`config.mk`:
```
export PLATFORM = sky130hd
export DESIGN_NAME = wallace_reduce_pl
export DESIGN_NICKNAME = d
export VERILOG_FILES = /design/src/rtl/wallace_pkg.sv /design/src/rtl/wallace_reduce_pl_csa_3to2.sv /design/src/rtl/wallace_reduce_pl.sv
export SDC_FILE = /design/constraint.sdc
export NUM_CORES = 1
export LEC_CHECK = 0
export CAP_MARGIN = 10
export CORE_ASPECT_RATIO = 1.75
export CORE_UTILIZATION = 40
export CTS_CLUSTER_SIZE = 20
export DETAILED_ROUTE_END_ITERATION = 8
export PLACE_DENSITY_LB_ADDON = 0.15
export SYNTH_ARGS = -nofsm -noshare
export SYNTH_HDL_FRONTEND = slang
export SYNTH_HIERARCHICAL = 1
export SYNTH_SLANG_ARGS = --single-unit
```
`constraint.sdc`:
```
create_clock -name clk -period 1.9 [get_ports clk]
set_input_delay 0.475 -clock clk [delete_from_list [all_inputs] [get_ports clk]]
set_output_delay 0.475 -clock clk [all_outputs]
set_load 0.01 [all_outputs]
```
`src/rtl/wallace_pkg.sv`:
```
// Shared widths, kpg encoding and Baugh-Wooley constant for the WallacePL front half.
package wallace_pkg;
    localparam int OP_W  = 8;
    localparam int ROW_W = 16;

    typedef logic [1:0] kpg_t;
    localparam kpg_t KPG_KILL = 2'b00;

    localparam logic [ROW_W-1:0] BW_CONST = 16'h8100;

    typedef logic [OP_W-1:0][ROW_W-1:0] pp_rows_t;
endpackage

```
`src/rtl/wallace_reduce_pl_csa_3to2.sv`:
```
// Row-wide 3:2 carry-save compressor: one full adder per bit, carry row pre-shifted left by 1.
module csa_3to2 #(
    parameter int W = 16
) (
    input  logic [W-1:0] x,
    input  logic [W-1:0] y,
    input  logic [W-1:0] z,
    output logic [W-1:0] sum,
    output logic [W-1:0] carry
);
    logic [W-1:0] maj;

    assign sum   = x ^ y ^ z;
    assign maj   = (x & y) | (x & z) | (y & z);
    // The top carry is always zero for in-range products, so truncation loses nothing.
    assign carry = {maj[W-2:0], 1'b0};
endmodule

```
`src/rtl/wallace_reduce_pl.sv`:
```
// Three-stage 8x8 partial-product generator + Wallace reducer to two carry-save rows.
// Optional signed (Baugh-Wooley) operands via macro WALLACE_SIGNED_EN.
module wallace_reduce_pl #(
    parameter int OP_W  = 8,
    parameter int TAG_W = 4
) (
    input  logic              clk,
    input  logic              rst,
    input  logic              in_valid,
    output logic              in_ready,
    input  logic [OP_W-1:0]   in_a,
    input  logic [OP_W-1:0]   in_b,
    input  logic [TAG_W-1:0]  in_tag,
`ifdef WALLACE_SIGNED_EN
    input  logic              in_signed,
`endif
    output logic              out_valid,
    input  logic              out_ready,
    output logic [2*OP_W-1:0] out_row_a,
    output logic [2*OP_W-1:0] out_row_b,
    output logic [1:0]        out_k,
    output logic [TAG_W-1:0]  out_tag,
    output logic              busy
);
    import wallace_pkg::*;

    if (OP_W != 8) begin : g_bad_width
        $error("wallace_reduce_pl supports OP_W=8 only");
    end

    logic                  v0_q, v0_d, v1_q, v1_d, v2_q, v2_d;
    logic                  adv0, adv1, adv2, acc;
    pp_rows_t              pp_in, pp_q, pp_d;
    logic [TAG_W-1:0]      tag0_q, tag0_d, tag1_q, tag1_d, tag2_q, tag2_d;
    logic [3:0][ROW_W-1:0] r1_q, r1_d;
    logic [ROW_W-1:0]      ra_q, ra_d, rb_q, rb_d;
    logic                  sgn0_q, sgn0_d;
    logic                  sgn_in;

`ifdef WALLACE_SIGNED_EN
    assign sgn_in = in_signed;
`else
    assign sgn_in = 1'b0;
`endif

    assign adv2     = v2_q && out_ready;
    assign adv1     = v1_q && (!v2_q || adv2);
    assign adv0     = v0_q && (!v1_q || adv1);
    assign in_ready = !v0_q || adv0;
    assign acc      = in_valid && in_ready;

    // Partial products; signed mode flips the sign-weighted bits (Baugh-Wooley).
    always_comb begin
        pp_in = '0;
        for (int i = 0; i < OP_W; i++) begin
            pp_in[i][i +: OP_W] = in_a & {OP_W{in_b[i]}};
            if (sgn_in) begin
                if (i < OP_W - 1) pp_in[i][i+OP_W-1] = ~pp_in[i][i+OP_W-1];
                else              pp_in[i][2*OP_W-3:OP_W-1] = ~pp_in[i][2*OP_W-3:OP_W-1];
            end
        end
    end

    // S1 level 1: 8 (or 9 with the signed constant row) -> 6 rows.
    logic [ROW_W-1:0] l1 [6];
    logic [ROW_W-1:0] l2 [4];
    logic [ROW_W-1:0] l3_s, l3_c, l4_s, l4_c;

    csa_3to2 #(.W(ROW_W)) u_l1_0 (.x(pp_q[0]), .y(pp_q[1]), .z(pp_q[2]), .sum(l1[0]), .carry(l1[1]));
    csa_3to2 #(.W(ROW_W)) u_l1_1 (.x(pp_q[3]), .y(pp_q[4]), .z(pp_q[5]), .sum(l1[2]), .carry(l1[3]));
`ifdef WALLACE_SIGNED_EN
    logic [ROW_W-1:0] bw_row;
    assign bw_row = sgn0_q ? BW_CONST : '0;
    csa_3to2 #(.W(ROW_W)) u_l1_2 (.x(pp_q[6]), .y(pp_q[7]), .z(bw_row), .sum(l1[4]), .carry(l1[5]));
`else
    assign l1[4] = pp_q[6];
    assign l1[5] = pp_q[7];
`endif

    // S1 level 2: 6 -> 4 rows.
    csa_3to2 #(.W(ROW_W)) u_l2_0 (.x(l1[0]), .y(l1[1]), .z(l1[2]), .sum(l2[0]), .carry(l2[1]));
    csa_3to2 #(.W(ROW_W)) u_l2_1 (.x(l1[3]), .y(l1[4]), .z(l1[5]), .sum(l2[2]), .carry(l2[3]));

    // S2: 4 -> 3 -> 2 rows.
    csa_3to2 #(.W(ROW_W)) u_l3 (.x(r1_q[0]), .y(r1_q[1]), .z(r1_q[2]), .sum(l3_s), .carry(l3_c));
    csa_3to2 #(.W(ROW_W)) u_l4 (.x(l3_s), .y(l3_c), .z(r1_q[3]), .sum(l4_s), .carry(l4_c));

    always_comb begin
        v0_d   = acc  ? 1'b1 : (adv0 ? 1'b0 : v0_q);
        v1_d   = adv0 ? 1'b1 : (adv1 ? 1'b0 : v1_q);
        v2_d   = adv1 ? 1'b1 : (adv2 ? 1'b0 : v2_q);
        pp_d   = acc  ? pp_in  : pp_q;
        tag0_d = acc  ? in_tag : tag0_q;
        sgn0_d = acc  ? sgn_in : sgn0_q;
        r1_d   = adv0 ? {l2[3], l2[2], l2[1], l2[0]} : r1_q;
        tag1_d = adv0 ? tag0_q : tag1_q;
        ra_d   = adv1 ? l4_s   : ra_q;
        rb_d   = adv1 ? l4_c   : rb_q;
        tag2_d = adv1 ? tag1_q : tag2_q;
    end

    always_ff @(posedge clk) begin
        if (rst) begin
            v0_q <= 1'b0; v1_q <= 1'b0; v2_q <= 1'b0;
            pp_q <= '0;   tag0_q <= '0; sgn0_q <= 1'b0;
            r1_q <= '0;   tag1_q <= '0;
            ra_q <= '0;   rb_q <= '0;   tag2_q <= '0;
        end else begin
            v0_q <= v0_d; v1_q <= v1_d; v2_q <= v2_d;
            pp_q <= pp_d; tag0_q <= tag0_d; sgn0_q <= sgn0_d;
            r1_q <= r1_d; tag1_q <= tag1_d;
            ra_q <= ra_d; rb_q <= rb_d; tag2_q <= tag2_d;
        end
    end

    assign out_valid = v2_q;
    assign out_row_a = ra_q;
    assign out_row_b = rb_q;
    assign out_tag   = tag2_q;
    assign out_k     = KPG_KILL;
    assign busy      = v0_q | v1_q | v2_q;
endmodule

```
==> metrics.cfg, run 1 <==
[clock_tree]
cts-root-buf = clkbuf_16
cts_setup_buffers = 0
clock-sinks = 175
clk_pin_slew_ps = 70
clk_latency_ps = 440
tritoncts = yes
h-tree-depth = 4
numCtsBuffers = 17
cts_buffer_depth = 2

[detailed_routing]
num_vias = 6624
remaining_drc_errors = 0
antenna_left = 0
drt_iter0_markers = 333
wire_per_inst_um = 17.09
avgViaCountPerCell = 5.056
drtPass1Iterations = 4
drt-total-wl_um = 22390

[synth]
yosysSeqAreaShare = 0.3760
ys_types = 27
yosysTopAreaCellShare = 0.3760
synthCells = 911
synth.most_common_cell = dfxtp_1
yosysWarnings = 6
ys_top_cells_by_area = dfxtp_1 38%, fa_1 19%, nand2b_1 9.1%
synth_common_cells = 175 x dfxtp_1, 136 x nand2b_1, 107 x a21oi_1, 98 x o21ai_0, 90 x fa_1
ys.flop_type = dfxtp_1
ys_async_sr_fraction = 0
netlist_area_um2 = 9318
synth_top_area_cell = dfxtp_1
syn_avg_cell_area_um2 = 10.23
ys_ff_latch = 175
synth_edf_count = 0

[run]
maxCapViolations = 0

[sta]
hold_viol = 0
timing.hold.ws_ps = 375.0
skew_ps = 8.334
min_period_ps = 1857
tightest_slew_ps = 662.5
relSlewSlack = 0.5583
max_freq_ghz = 0.5386
fin_tns_setup_ps = 0
setup_viol = 0
rsz0062_at_grt = no
final_max_slew_viol_count = 0
min_period_over_period = 0.9771

[floorplanning]
die_h_um = 203.9
core_um2 = 22740
die_area_um2 = 23930
top_level_ports = 65
fp.dieW_um = 117.4
start_util = 0.4097
rows = 73

[final_layout]
fin_nets = 1111
diodes = 0
n_fill_cell = 2149
fin_util = 0.4848
layout-drive-gt1-share = 0.08515
area.growth.synth_to_final_pct = 18.33

[global_routing]
gr-total-overflow = 0
grt_pass1_wl_um = 36650
antenna_found_initial = 0
grt_pass1_vias = 6764
grt_usage = 0.1973
grt_max_degree = 69

[setup_path]
cp_max_fo = 2
critPathMaxStageDelay_ps = 420
critPathSlowestCell = clkdlybuf4s50_1
end_kind = output pin
crit_required_ps = 1420
crit_path_start_kind = primary input
crit_type = in2out
cp.arrival_ps = 1380
worstPathCellList = clkdlybuf4s50_1 > and4b_2 > inv_2 > buf_2

[status]
outcome = complete, no violations

[place]
port_buffers = 62
detailed_place_hpwl_um = 15360
gp_congestion = 0.7842

[power_and_ir_drop]
power_leakage_nw = 4.299
ir_worst_vdd_mv = 0.5850
p_per_area_nw_per_um2 = 793.4

[min_path]
hold_path_class = in2reg

==> sequential cells by signal, indices dropped and copies added, names as in the netlist, 4 cells and up <==
| name | flops |
|---|---|
| out_tag | 4 |
| out_row_b | 16 |
| r1_q | 64 |
| tag1_q | 4 |
| tag0_q | 4 |
| out_row_a | 16 |
| l1 | 16 |
| pp_q | 48 |
==> layout by cell type (no fill, tap or decap), types with 2 or more instances in the layout <==
cell type,synthesis,routed
o21ai_1,6,6
clkbuf_16,0,17
fa_1,90,90
inv_2,2,2
nand3_1,40,40
clkinv_2,0,3
buf_12,6,11
clkinv_4,0,4
mux2i_1,68,68
clkinvlp_4,0,2
a21oi_1,107,107
nand4_1,64,64
buf_2,29,2
o21ai_0,98,98
buf_4,13,33
xor3_1,6,6
bufinv_16,0,2
conb_1,7,72
inv_6,0,4
dfxtp_1,175,174
nand2b_1,136,136
clkdlybuf4s50_1,0,56
==> area by class of cell <==
class	count	area (um^2)	area share
clock buffer	17	425.4	0.03858
inverter	3	11.26	0.001021
sequential	175	3505	0.3179
timing repair buffer	106	1081	0.09805
multi-input combinational	694	5468	0.4959
tap	300	375.4	0.03404
clock inverter	15	160.2	0.01453
==> where the power goes <==
part           switching, mW  total [mW]  internal, mW
Combinational          0.654        1.26         0.602
Clock                   1.59        3.55          1.95
Sequential             0.116        3.94          3.83
==> cells by family after synthesis <==
logic type,Yosys count,synth area share
xor+xnor,6,0.01531
simple gates,245,0.1594
buf+inv,107,0.06459
fa+ha+maj,90,0.1934
compound gates,213,0.1155
flops,175,0.3760
mux,68,0.07305
other cells,7,0.002820
==> final timing paths <==
| kind | startpoint | to | slack (ps) | cells past startpoint |
|---|---|---|---|---|
| worst max-delay path | out_ready | in_ready | 40 | 4 |
| worst min-delay path | rst | out_row_b[2]$_SDFFE_PP0P_ | 380 | 2 |
| worst max register to register | r1_q[26]$_SDFFE_PP0P_ | out_row_a[10]$_SDFFE_PP0P_ | 200 | 4 |
| worst min register to register | tag1_q[3]$_SDFFE_PP0P_ | out_tag[3]$_SDFFE_PP0P_ | 480 | 2 |
==> per-stage QoR <==
stage	total power, mW	instances	instance area (um^2)	worst slack [ps]
global placement	5.235	1278	10440	-363.9
floorplan	4.885	976	9562	367.7
finish	8.747	1310	11030	43.49
CTS	8.810	1310	11020	6.703
detailed placement	5.257	1278	10440	-359.2
global route	9.143	1310	11030	1.417
==> routing by layer <==
layer  global-route usage  wire [um]  up-vias
met2               0.3584      12090      118
met5                    0          0        -
met3              0.02985        609       29
li1                     -          -     3208
met1               0.2310       9239     3269
met4              0.07839        449        0
==> what timing repair did <==
item | 4_1_cts | 5_1_grt
hold buffers | 0 | 0
gates resized for setup | 8 | 1
setup endpoints to repair | 3 | 1
==> worst max-delay path, delay by kind of cell <==
kind / cells / cell delay [ps]
buf+inv: 3 / 590
simple gates: 1 / 320
Note: power is estimated with default switching activity, not from simulation.
==> inputs of run 2 (changes only) <==
--- a/config.mk
+++ b/config.mk
@@ -10,8 +10,10 @@
 export CORE_UTILIZATION = 40
 export CTS_CLUSTER_SIZE = 20
 export DETAILED_ROUTE_END_ITERATION = 8
+export HOLD_SLACK_MARGIN = 0.02
 export PLACE_DENSITY_LB_ADDON = 0.15
 export SYNTH_ARGS = -nofsm -noshare
 export SYNTH_HDL_FRONTEND = slang
 export SYNTH_HIERARCHICAL = 1
 export SYNTH_SLANG_ARGS = --single-unit
+export TNS_END_PERCENT = 1
==> results of run 2 <==
Same layout as run 1: the final DEF is identical, and so are final timing and power.
